### src/rtl/regfile_wb_sched.sv
// Write-back arbiter (ALU/LSU), registered RF write port and busy scoreboard.
// Define WB_RR_ARB_EN for round-robin contention; default is fixed LSU priority.
module regfile_wb_sched #(
  parameter int DATA_W = 32,
  parameter int ADDR_W = 5
) (
  input  logic              clk,
  input  logic              rst,
  input  logic              alu_valid,
  input  logic [ADDR_W-1:0] alu_rd,
  input  logic [DATA_W-1:0] alu_data,
  output logic              alu_ready,
  input  logic              lsu_valid,
  input  logic [ADDR_W-1:0] lsu_rd,
  input  logic [DATA_W-1:0] lsu_data,
  output logic              lsu_ready,
  input  logic              issue_valid,
  input  logic [ADDR_W-1:0] issue_rd,
  input  logic [ADDR_W-1:0] rs1,
  input  logic [ADDR_W-1:0] rs2,
  output logic              rs1_busy,
  output logic              rs2_busy,
  output logic              rf_we,
  output logic [ADDR_W-1:0] rf_waddr,
  output logic [DATA_W-1:0] rf_wdata
);

  localparam int NREG = 2 ** ADDR_W;

  logic              alu_gnt;
  logic              lsu_gnt;
  logic              acc;
  logic [ADDR_W-1:0] acc_rd;
  logic [DATA_W-1:0] acc_data;
  logic [NREG-1:0]   busy;
  logic [NREG-1:0]   busy_nxt;

`ifdef WB_RR_ARB_EN
  // ptr: 0 favours ALU, 1 favours LSU; flips to the loser on contention
  logic both;
  logic ptr;

  assign both = alu_valid & lsu_valid;

  always_ff @(posedge clk or negedge rst) begin
    if (!rst) begin
      ptr <= 1'b0;
    end else if (both) begin
      ptr <= ~ptr;
    end
  end

  always_comb begin
    alu_gnt = 1'b0;
    lsu_gnt = 1'b0;
    if (rst) begin
      if (both) begin
        alu_gnt = ~ptr;
        lsu_gnt = ptr;
      end else begin
        alu_gnt = alu_valid;
        lsu_gnt = lsu_valid;
      end
    end
  end
`else
  always_comb begin
    lsu_gnt = rst & lsu_valid;
    alu_gnt = rst & alu_valid & ~lsu_valid;
  end
`endif

  assign alu_ready = alu_gnt;
  assign lsu_ready = lsu_gnt;
  assign acc       = alu_gnt | lsu_gnt;

  always_comb begin
    acc_rd   = '0;
    acc_data = '0;
    unique case (1'b1)
      lsu_gnt: begin
        acc_rd   = lsu_rd;
        acc_data = lsu_data;
      end
      alu_gnt: begin
        acc_rd   = alu_rd;
        acc_data = alu_data;
      end
      default: ;
    endcase
  end

  always_ff @(posedge clk or negedge rst) begin
    if (!rst) begin
      rf_we    <= 1'b0;
      rf_waddr <= '0;
      rf_wdata <= '0;
    end else begin
      rf_we <= acc && (acc_rd != '0);
      if (acc) begin
        rf_waddr <= acc_rd;
        rf_wdata <= acc_data;
      end
    end
  end

  // set after clear so a new producer wins over a same-edge write-back
  always_comb begin
    busy_nxt = busy;
    if (acc) begin
      busy_nxt[acc_rd] = 1'b0;
    end
    if (issue_valid) begin
      busy_nxt[issue_rd] = 1'b1;
    end
    busy_nxt[0] = 1'b0;
  end

  always_ff @(posedge clk or negedge rst) begin
    if (!rst) begin
      busy <= '0;
    end else begin
      busy <= busy_nxt;
    end
  end

  assign rs1_busy = busy[rs1] & (rs1 != '0);
  assign rs2_busy = busy[rs2] & (rs2 != '0);

endmodule
### config.mk
export PLATFORM = sky130hd
export DESIGN_NAME = regfile_wb_sched
export DESIGN_NICKNAME = d
export VERILOG_FILES = /design/src/rtl/regfile_wb_sched.sv
export SDC_FILE = /design/constraint.sdc
export NUM_CORES = 1
export LEC_CHECK = 0
export CORE_ASPECT_RATIO = 1.5
export CORE_MARGIN = 2
export CORE_UTILIZATION = 36
export DETAILED_ROUTE_END_ITERATION = 8
export DONT_BUFFER_PORTS = 1
export SLEW_MARGIN = 40
export SYNTH_ARGS = -nofsm -noshare
export SYNTH_HDL_FRONTEND = slang
export SYNTH_SLANG_ARGS = --single-unit
### constraint.sdc
create_clock -name clk -period 2.2 [get_ports clk]
set_clock_uncertainty 0.05 [all_clocks]
set_input_delay 0.44 -clock clk [delete_from_list [all_inputs] [get_ports clk]]
set_output_delay 0.44 -clock clk [all_outputs]
set_load 0.01 [all_outputs]
==> summary.md, run 1 <==
| Metric | Value |
|---|---|
| CP cell instances | mux4_2 > o22ai_2 > a2111oi_2 > a221o_1 |
| Detailed Route Iter0 Violations | 237 |
| Tmin final | 2290 ps |
| Gp weighted congestion | 0.841 |
| Area leader, netlist | dfrtp_1 |
| Post-layout util | 0.415 |
| Clock transition at path regs | 50 ps |
| Failing checks | negative setup slack |
| Setup violators final | 2 |
| Antenna diode count | 0 |
| Library cells used by synthesis | 46 |
| Hpwl dp | 8690 um |
| CP Launch Type | register |
| CTS buffer count | 9 |
| Core area | 10,600 um2 |
| Root Buffer Master | clkbuf_16 |
| Starting Density | 0.371 |
| Avg Cell Area, Syn | 9.76 um2 |
| Total Nets Final | 484 |
| Remaining Overflow, GRT | 0 |
| Synth top area share | 0.440 |
| Worst Path Buf+Inv | 0 |
| Clock sinks | 69 |
| Fill cell count | 1,051 |
| Setup CP Type | register to primary output |
| DRC viols | 0 |
| Setup WS post-layout | -92.0 ps |
| # rows | 46 |
| Fin. max-slew vios | 0 |
| Hold crit path type | input port to register |
| CTS max path bufs | 2 |
| Critical path peak fanout | 3 |
| Die height | 132 um |
| Worst Tran Pin Value | 862 ps |
| Layout cell share with drive strength beyond 1 | 0.129 |
| Initial antenna violation count | 0 |
| Post-DR wirelength/cell | 22.8 um |
| Syn Nets | 496 |
| Clock H-tree levels | 3 |
| Cell Pwr Density | 858 nW/um2 |
| Syn Std Cell Area | 3930 um2 |
| CP top delay family | compound AO/OA/AOI/OAI gates |
| Die width | 89.3 um |
| Max Cap Violations | 0 |
| Pre-Repair DR Iteration Count | 4 |
| Die ar. | 11,800 um2 |
| Via/cell ratio | 6.56 |
| Fin Setup TNS | -162 ps |
| CP max stage delay | 490 ps |
| IO Pins | 136 |
| Post-Syn Instances | 402 |
| Period utilization | 1.04 |
| Vias in the first global route | 3,607 |
| Slew margin rel. | 0.425 |
| Main synth FF type | dfrtp_1 |
| Leakage | 1.61 nW |
| Synth top area cells | dfrtp_1 44%, o22ai_1 11%, o41ai_1 4.9%, a21oi_1 4.2%, o21ai_0 4.0% |
| Synth warn | 0 |
| P&R area growth vs syn | 12.0% |
| Fin. Hold Viols | 0 |
| Element type at the critical path end | primary output |
| Final WL | 12,200 um |
| Slowest cell on the critical path | mux4_2 |
| First-pass GRT wire length | 19,100 um |
| Fraction of registers with async set/reset | 1.00 |
| Worst VDD drop | 0.393 mV |
| Arr. time, crit path | 1800 ps |
| Post-synth EDFFs | 0 |
| Largest net degree at the start of global routing | 70 |
| CTS tree | yes |
| Unrepaired setup endpoints after global routing | true |
| Peak Freq | 436 MHz |
| Number of buffers added on ports | 0 |
| Vias | 3,529 |
| Outcome | complete, but fails checks |
| Gr usage total | 0.212 |
| Post-route ant nets | 0 |
| Sequential share of the synthesized area | 0.440 |
| Clk_lat worst skew | 330 ps |
| Worst path required time | 1710 ps |
| Yosys reg bits | 69 |
layer usage:
metal / share of wire / track usage / wire, um / vias to the layer above
met2: 0.51 / 0.344 / 6190 / 164
li1: - / - / - / 1607
met4: 0.036 / 0.109 / 445 / 0
met1: 0.38 / 0.238 / 4610 / 1721
met5: 0 / 0 / 0 / -
met3: 0.081 / 0.0751 / 993 / 37
cells in the final DEF, fill, tap and decap left out, types with 2 or more instances in the layout:
cell type | synthesis | final
mux2i_1 | 12 | 12
nand2b_1 | 2 | 2
a21oi_1 | 33 | 33
a31oi_1 | 2 | 2
a311oi_2 | 0 | 2
dfrtp_1 | 69 | 69
o211ai_1 | 9 | 9
clkbuf_16 | 0 | 9
a2111oi_1 | 0 | 2
or2_0 | 2 | 2
o221ai_1 | 2 | 2
and3b_1 | 4 | 4
buf_4 | 0 | 11
nand2_1 | 20 | 20
a2111oi_2 | 0 | 2
nand3b_1 | 8 | 8
inv_1 | 4 | 4
a221oi_1 | 2 | 2
nor2b_1 | 7 | 7
a221o_1 | 2 | 2
clkbuf_8 | 0 | 5
and2_1 | 3 | 3
o22ai_1 | 67 | 65
or3b_2 | 3 | 3
o31ai_1 | 12 | 12
mux2_2 | 8 | 8
a22o_1 | 2 | 2
nor2_1 | 3 | 3
o41ai_1 | 22 | 22
nor3b_1 | 3 | 3
o311ai_1 | 0 | 2
nand3_1 | 4 | 4
o21ai_0 | 31 | 31
mux4_2 | 4 | 4
o21ai_1 | 5 | 5
a32oi_1 | 2 | 2
o22ai_2 | 0 | 2
nor4_1 | 2 | 2
path summary, 6_finish.rpt:
path                        startpoint            to  slack (ps)  cells past startpoint
setup / recovery               busy[7]      rs2_busy         -90                      4
hold / removal             issue_rd[2]       busy[3]         150                      1
setup reg to reg              busy[13]      busy[13]        1260                      3
hold reg to reg                busy[8]       busy[8]         480                      2
max in group asynchronous          rst  rf_wdata[17]        1200                      2
min in group asynchronous          rst  rf_wdata[31]         570                      2
registers in the layout, indices dropped and copies added, names as in the netlist:
name,cells
rf_we,1
busy,31
rf_wdata,32
rf_waddr,5
timing repair:
| item | CTS | global route |
|---|---|---|
| endpoints found under the hold margin | 69 | 0 |
| gates resized for setup | 8 | 5 |
| hold buffers | 2 | 0 |
| pin swaps | 5 | 2 |
| buffers inserted | 3 | 0 |
| setup endpoints to repair | 2 | 2 |
| gates cloned | 0 | 0 |
worst reg2reg max path, stage by stage (launching register included):
cell and delay [ps]:
dfrtp_1 420, buf_4 160, o31ai_1 50, o211ai_1 130
where the power goes:
group          leakage, nW  internal, W  switching [W]
logic                0.684     0.000314       0.000320
clock network        0.148     0.000911       0.000512
registers            0.777      0.00147       0.000241
total                 1.61      0.00270        0.00107
cell usage after synthesis, types with 3 or more instances:
master      n
o21ai_0    31
nand3_1     4
inv_1       4
buf_1       5
a21oi_1    33
nand3b_1    8
mux2i_1    12
mux2_2      8
clkbuf_2    3
and3b_1     4
buf_2      11
o22ai_1    67
clkbuf_1   14
mux4_2      4
nor2b_1     7
o31ai_1    12
o211ai_1    9
dfrtp_1    69
or3b_2      3
o41ai_1    22
nor2_1      3
nand2_1    20
a2111oi_0   4
buf_6       3
and2_1      3
nor3b_1     3
o21ai_1     5
kinds of logic after synthesis:
family / after synthesis / share of synthesized area
buf+inv: 41 / 0.0494
mux: 24 / 0.0765
flops: 69 / 0.440
compound gates: 202 / 0.334
simple gates: 66 / 0.0998
through the flow:
stage	hold WS (ps)	setup slack, ps	total power (W)	cells	area [um2]
after global routing	141	-143	0.00396	538	4390
after CTS	140	-90.7	0.00380	538	4390
after global placement	96.7	149	0.00228	518	3990
after floorplan	94.4	118	0.00217	402	3930
final	152	-92.0	0.00377	538	4390
after detailed placement	96.4	146	0.00230	518	3990
final cells by class:
cell class	count	area, um2	area share
Inverter	5	18.8	0.00427
Tap cell	144	180	0.0410
Multi-Input combinational cell	292	2050	0.467
Timing Repair Buffer	13	120	0.0273
Sequential cell	69	1730	0.393
Clock buffer	15	298	0.0678
Note: power is estimated with default switching activity, not from simulation.
==> inputs of run 2 (changes only) <==
DONT_BUFFER_PORTS = default   (was 1)
PLACE_DENSITY = 0.66   (was default)
==> run 2 against run 1 <==
Compared with the run above:
- the flow still finishes with violations (negative setup slack)
- die area is the same
- critical path type is now input port to primary output
- count of clock-buffer cells in the layout shrank 4
- worst hold slack lost 2.5 ps
- via count grew 23%
- highest routed layer unchanged
- fmax shrank 4.0%
==> summary.md, run 2 (synthesis gave the netlist of run 1 again) <==
| Metric | Value |
|---|---|
| Outcome | complete, but fails checks (unchanged) |
| Failing checks | negative setup slack (unchanged) |
| Root Buffer Master | clkbuf_16 (unchanged) |
| Worst VDD drop | 0.427 mV (was 0.393 mV) |
| Clk_lat worst skew | 320 ps (was 330 ps) |
| Worst Tran Pin Value | 872 ps (was 862 ps) |
| Max reg flops | 32 (unchanged) |
| Design area | 6280 um2 (was 4390 um2) |
| Layout cell share with drive strength beyond 1 | 0.211 (was 0.129) |
| Number of buffers added on ports | 135 (was 0) |
| Vias in the first global route | 4,524 (was 3,607) |
| Detailed Route Iter0 Violations | 409 (was 237) |
| Final WL | 13,700 um (was 12,200 um) |
| Unrepaired setup endpoints after global routing | true (unchanged) |
| Worst path required time | 1710 ps (about the same) |
| Slew margin rel. | 0.419 (was 0.425) |
| Setup violators final | 2 (unchanged) |
| Clk pwr share | 0.370 (was 0.377) |
| Hold crit path type | input port to async pin (was input port to register) |
| Die width | 89.3 um (unchanged) |
| Placed cells | 716 (was 518) |
| Die height | 132 um (unchanged) |
| Total chip power | 0.00463 W (was 0.00377 W) |
| P&R area growth vs syn | 60.0% (was 12.0%) |
| Starting Density | 0.371 (unchanged) |
| Peak Freq | 419 MHz (was 436 MHz) |
| Dpl cell area | 5850 um2 (was 3990 um2) |
| Leakage | 2.47 nW (was 1.61 nW) |
| Post-DR wirelength/cell | 18.7 um (was 22.8 um) |
| Clock transition at path regs | 50 ps (about the same) |
| Fin. Hold Viols | 0 (unchanged) |
| CP Launch Type | input port (was register) |
| Gate power share | 0.273 (was 0.168) |
| Period utilization | 1.08 (was 1.04) |
| Via/cell ratio | 5.91 (was 6.56) |
| Post-layout util | 0.593 (was 0.415) |
| Clock H-tree levels | 3 (unchanged) |
| Critical path peak fanout | 12 (was 3) |
| Setup CP Type | input port to primary output (was register to primary output) |
| CP top delay family | compound AO/OA/AOI/OAI gates (unchanged) |
| Clock sinks | 69 (unchanged) |
| DRC viols | 0 (unchanged) |
| Place WS | -1040 ps (was 146 ps) |
| CP cell instances | dlygate4sd2_1 > buf_6 > nor2b_1 > a2111oi_1 > nor3b_1 > a221o_1 > buf_2 (was mux4_2 > o22ai_2 > a2111oi_2 > a221o_1) |
| Setup WS post-layout | -187 ps (was -92.0 ps) |
| Core area | 10,600 um2 (unchanged) |
| Worst Path Buf+Inv | 3 (was 0) |
| CTS max path bufs | 2 (unchanged) |
| Commonest cells after routing, fill and taps aside | 122 x clkdlybuf4s50_1, 69 x dfrtp_1, 66 x buf_4 (was 69 x dfrtp_1, 65 x o22ai_1, 33 x a21oi_1) |
| CP max stage delay | 400 ps (was 490 ps) |
| Biggest regs | rf_wdata (32), busy (31), rf_waddr (5) (unchanged) |
| # rows | 46 (unchanged) |
| Total Nets Final | 678 (was 484) |
| Sw Pwr | 0.00126 W (was 0.00107 W) |
| Initial antenna violation count | 0 (unchanged) |
| Most flop-heavy register | rf_wdata (unchanged) |
| Cell Pwr Density | 738 nW/um2 (was 858 nW/um2) |
| Antenna diode count | 0 (unchanged) |
| Die ar. | 11,800 um2 (unchanged) |
| Largest net degree at the start of global routing | 33 (was 70) |
| Pre-Repair DR Iteration Count | 5 (was 4) |
| P_int | 0.00337 W (was 0.00270 W) |
| Commonest non-fill, non-tap cell in the layout | clkdlybuf4s50_1 (was dfrtp_1) |
| CTS buffer count | 9 (unchanged) |
| Hpwl dp | 10,300 um (was 8690 um) |
| Tmin final | 2390 ps (was 2290 ps) |
| CTS tree | yes (unchanged) |
| Element type at the critical path end | primary output (unchanged) |
| Remaining Overflow, GRT | 0 (unchanged) |
| Final Non-Filler Cells | 733 (was 538) |
| Arr. time, crit path | 1900 ps (was 1800 ps) |
| Post-route ant nets | 0 (unchanged) |
| Sequential Power Share | 0.357 (was 0.454) |
| Fin. max-slew vios | 0 (unchanged) |
| Vias | 4,331 (was 3,529) |
| Max Cap Violations | 0 (unchanged) |
| IO Pins | 136 (unchanged) |
| First-pass GRT wire length | 22,100 um (was 19,100 um) |
| Slowest cell on the critical path | a2111oi_1 (was mux4_2) |
| Gp weighted congestion | 0.885 (was 0.841) |
| Gr usage total | 0.236 (was 0.212) |
| Sw frac | 0.272 (was 0.284) |
[run 2: power groups by stage]
stage               Sequential, W  Combinational [W]  Clock, W
floorplan                 0.00166           0.000514         0
global placement          0.00166            0.00121         0
detailed placement        0.00166            0.00123         0
CTS                       0.00165            0.00126   0.00173
global route              0.00168            0.00136   0.00178
finish                    0.00165            0.00126   0.00171
[run 2: worst paths after layout]
| check | from | to | slack [ps] | cells after the start |
|---|---|---|---|---|
| max in group asynchronous | rst | rf_wdata[12] | 1330 | 2 |
| min | rst | busy[4] | 150 | 2 |
| max | rs1[1] | rs1_busy | -190 | 7 |
| max reg2reg | busy[26] | busy[26] | 1260 | 3 |
| min in group clk | rf_waddr[2] | rf_waddr[2] | 430 | 2 |
| min reg2reg | rf_waddr[2] | rf_waddr[2] | 430 | 2 |
[run 2: worst reg2reg max path, cell delays in order, from the launching register on]
cell and delay [ps]:
dfrtp_1 420, buf_4 150, o41ai_1 50, o21ai_0 140
[run 2: layout make-up]
| class | instances | area, um2 |
|---|---|---|
| flip-flops and latches | 69 | 1730 |
| clock buffers | 11 | 253 |
| fillers | 924 | 4310 |
| repair buffers | 207 | 1920 |
| well taps | 144 | 180 |
| inverters | 5 | 18.8 |
| multi-input cells | 292 | 2080 |
| clock inverters | 5 | 106 |
[run 2: per-layer routing]
metal	global-route usage	part of all wire	wire [um]
met1	0.267	0.38	5180
met2	0.420	0.54	7360
met3	0.0576	0.066	899
met4	0.0779	0.019	263
met5	0	0	0
[run 2: metrics by stage]
| stage | hold WS [ps] | TNS, ps |
|---|---|---|
| after detailed placement | 265 | -7990 |
| final | 150 | -361 |
| after global routing | 154 | -476 |
| after global placement | 261 | -6480 |
| after CTS | 144 | -354 |
| after floorplan | 94.4 | 0 |
[run 2: timing repair]
item	4_1_cts	5_1_grt
hold buffers	1	0
pin swaps	4	1
resized for setup	42	7
setup buffers	1	0
endpoints found under the hold margin	3	0
endpoints found under the setup margin	4	2
==> inputs of run 3 (changes only) <==
ABC_AREA = 1   (was default)
CELL_PAD_IN_SITES_DETAIL_PLACEMENT = 1   (was default)
CELL_PAD_IN_SITES_GLOBAL_PLACEMENT = 2   (was default)
CORE_UTILIZATION = 24   (was 36)
PLACE_DENSITY = default   (was 0.66)
PLACE_DENSITY_LB_ADDON = 0.1   (was default)
==> run 3 against run 2 <==
Compared with the run above:
- routed wire length grew 17%
- die area is 47% higher
- cell count increased by 29%
- count of clock-buffer cells in the layout is the same
- synthesized cell count rose by 42%
- global-route usage fell by 4.5 points
- sequential power barely moved
- the run now ends clean
- synthesized area fell by 0.80%
- clock power down 15%
- critical path type unchanged
- sequential cell count stayed put
- first-iteration DRC count fell by 65%
==> summary.md, run 3 <==
| Metric | Value |
|---|---|
| Post-DR wirelength/cell | 16.9 um (was 18.7 um) |
| Worst Tran Pin Value | 697 ps (was 872 ps) |
| Largest net degree at the start of global routing | 52 (was 33) |
| Via/cell ratio | 4.62 (was 5.91) |
| Total chip power | 0.00425 W (was 0.00463 W) |
| Multi-input combinational cell area | 1860 um2 (was 2080 um2) |
| Final WL | 16,000 um (was 13,700 um) |
| Cell Pwr Density | 703 nW/um2 (was 738 nW/um2) |
| Most frequent cell after synthesis | nand2_1 (was dfrtp_1) |
| Vias in the first global route | 4,793 (was 4,524) |
| Design area | 6050 um2 (was 6280 um2) |
| Synth top area cells | dfrtp_1 44%, nand2_1 23%, nand3_1 16%, inv_1 4.8%, o21ai_1 2.2% (was dfrtp_1 44%, o22ai_1 11%, o41ai_1 4.9%, a21oi_1 4.2%, o21ai_0 4.0%) |
| Post-synth EDFFs | 0 (unchanged) |
| Detailed Route Iter0 Violations | 144 (was 409) |
| Main synth FF type | dfrtp_1 (unchanged) |
| Remaining Overflow, GRT | 0 (unchanged) |
| Leakage | 2.91 nW (was 2.47 nW) |
| Arr. time, crit path | 1580 ps (was 1900 ps) |
| Most flop-heavy register | rf_wdata (unchanged) |
| Syn Std Cell Area | 3890 um2 (was 3930 um2) |
| Sw frac | 0.302 (was 0.272) |
| Commonest cells after routing, fill and taps aside | 241 x nand2_1, 122 x nand3_1, 122 x clkdlybuf4s50_1 (was 122 x clkdlybuf4s50_1, 69 x dfrtp_1, 66 x buf_4) |
| Post-Syn Instances | 571 (was 402) |
| Fraction of registers with async set/reset | 1.00 (unchanged) |
| Pre-Repair DR Iteration Count | 4 (was 5) |
| Fill cell count | 2,009 (was 924) |
| # rows | 57 (was 46) |
| Dpl cell area | 5710 um2 (was 5850 um2) |
| Biggest regs | rf_wdata (32), busy (31), rf_waddr (5) (unchanged) |
| Die ar. | 17,300 um2 (was 11,800 um2) |
| Max reg flops | 32 (unchanged) |
| Critical path peak fanout | 15 (was 12) |
| Starting Density | 0.243 (was 0.371) |
| P_int | 0.00297 W (was 0.00337 W) |
| CTS buffer count | 9 (unchanged) |
| P&R area growth vs syn | 55.4% (was 60.0%) |
| CTS tree | yes (unchanged) |
| Slew margin rel. | 0.535 (was 0.419) |
| Clock transition at path regs | 60 ps (was 50 ps) |
| Synth top area share | 0.443 (was 0.440) |
| Outcome | completed (was complete, but fails checks) |
| Library cells used by synthesis | 20 (was 46) |
| Avg Cell Area, Syn | 6.82 um2 (was 9.76 um2) |
| Clk pwr share | 0.341 (was 0.370) |
| Root Buffer Master | clkbuf_16 (unchanged) |
| Area leader, netlist | dfrtp_1 (unchanged) |
| Fin. Hold Viols | 0 (unchanged) |
| Setup violators final | 0 (was 2) |
| Layout cell share with drive strength beyond 1 | 0.124 (was 0.211) |
| Yosys reg bits | 69 (unchanged) |
| Fin Setup TNS | 0 ps (was -361 ps) |
| Commonest non-fill, non-tap cell in the layout | nand2_1 (was clkdlybuf4s50_1) |
| Clock H-tree levels | 3 (unchanged) |
| Synth warn | 0 (unchanged) |
| Max Cap Violations | 0 (unchanged) |
| Gr usage total | 0.191 (was 0.236) |
| Setup CP Type | input port to primary output (unchanged) |
| Clock sinks | 69 (unchanged) |
| Antenna diode count | 0 (unchanged) |
| Hold crit path type | input port to async pin (unchanged) |
| Gp weighted congestion | 0.828 (was 0.885) |
| Sequential Power Share | 0.383 (was 0.357) |
| Period utilization | 0.939 (was 1.08) |
| CP Launch Type | input port (unchanged) |
| First-pass GRT wire length | 25,400 um (was 22,100 um) |
| Core area | 16,000 um2 (was 10,600 um2) |
| Fin. max-slew vios | 0 (unchanged) |
| Syn Nets | 665 (was 496) |
| Clk_lat worst skew | 330 ps (was 320 ps) |
| IO Pins | 136 (unchanged) |
| Element type at the critical path end | primary output (unchanged) |
| Post-route ant nets | 0 (unchanged) |
| Worst VDD drop | 0.414 mV (was 0.427 mV) |
| CTS max path bufs | 2 (unchanged) |
| Peak Freq | 484 MHz (was 419 MHz) |
| Seq. cell area | 1730 um2 (unchanged) |
| Die width | 108 um (was 89.3 um) |
| Unrepaired setup endpoints after global routing | false (was true) |
| Total Nets Final | 832 (was 678) |
| Vias | 4,371 (was 4,331) |
| Worst path required time | 1710 ps (about the same) |
| Top cells by count, synth | 242 x nand2_1, 122 x nand3_1, 69 x dfrtp_1 (was 69 x dfrtp_1, 67 x o22ai_1, 33 x a21oi_1) |
| Gate power share | 0.276 (was 0.273) |
| Die height | 160 um (was 132 um) |
| Hpwl dp | 12,500 um (was 10,300 um) |
| DRC viols | 0 (unchanged) |
| Initial antenna violation count | 0 (unchanged) |
| Number of buffers added on ports | 135 (unchanged) |
| Tmin final | 2070 ps (was 2390 ps) |
| Sw Pwr | 0.00128 W (was 0.00126 W) |
| Sequential share of the synthesized area | 0.443 (was 0.440) |
## run 3: cell count changes in the layout (fill, tap and decap cells not counted), sizes merged, moves of 32 or more
cell,previous run,this run
inv,5,56
o22ai,67,0
nand3,4,122
nand2,21,251
buf,75,43
a21oi,33,0
## run 3: cell families after synthesis
group | share of synthesized area
AND/OR/NAND/NOR | 0.437
buffers and inverters | 0.0807
flip-flops | 0.443
AO/OA/AOI/OAI | 0.0389
## run 3: power by group through the flow
stage	combinational (W)	sequential [W]	clock (W)
6_report	0.00117	0.00163	0.00145
5_1_grt	0.00131	0.00166	0.00154
4_1_cts	0.00120	0.00163	0.00149
3_5_place_dp	0.00119	0.00165	0
3_3_place_gp	0.00117	0.00164	0
2_1_floorplan	0.000503	0.00165	0
## run 3: repair_timing
item,CTS,global route
endpoints found under the hold margin,1,0
buffers inserted,1,0
endpoints found under the setup margin,4,2
hold buffers,1,0
gates cloned,1,0
pin swaps,0,1
resized for setup,33,5
## run 3: final timing paths
path	endpoint	slack (ps)	cells past startpoint	start
worst min register to register	busy[9]	430	2	busy[9]
worst max register to register	rf_wdata[15]	1460	2	rf_wdata[15]
worst min-delay path	rf_wdata[12]	90	2	rst
min in group clk	busy[9]	430	2	busy[9]
worst max-delay path	rs1_busy	130	13	rs1[0]
max in group asynchronous	busy[26]	1360	2	rst
## run 3: cell type report
cell class	instances	area share
clock buffers	11	0.0418
clock inverters	2	0.00579
inverters	58	0.0372
multi-input cells	422	0.308
flip-flops and latches	69	0.285
well taps	206	0.0426
repair buffers	177	0.278
repair inverters	1	0.00124
## run 3: critical path: stages
cell	delay [ps]
clkdlybuf4s15_2	210
clkinvlp_4	100
buf_12	150
nand2_1	70
nand3_1	60
nand2_1	110
nand2_1	70
nand2_1	60
inv_1	40
nand2_1	50
nand2_1	40
nand2_1	50
buf_2	120
## run 3: through the flow
step,setup slack (ps),instances,util,hold slack (ps)
6_report,135,946,0.377,86.8
5_1_grt,61.1,946,0.377,117
4_1_cts,26.1,946,0.378,94.6
3_5_place_dp,-645,930,0.356,207
3_3_place_gp,-637,930,0.356,204
2_1_floorplan,395,571,-,94.4
## run 3: routing by layer
metal / GRT usage / share of wire
met5: 0 / 0
met3: 0.0518 / 0.064
met4: 0.0577 / 0.019
met2: 0.359 / 0.54
met1: 0.203 / 0.37
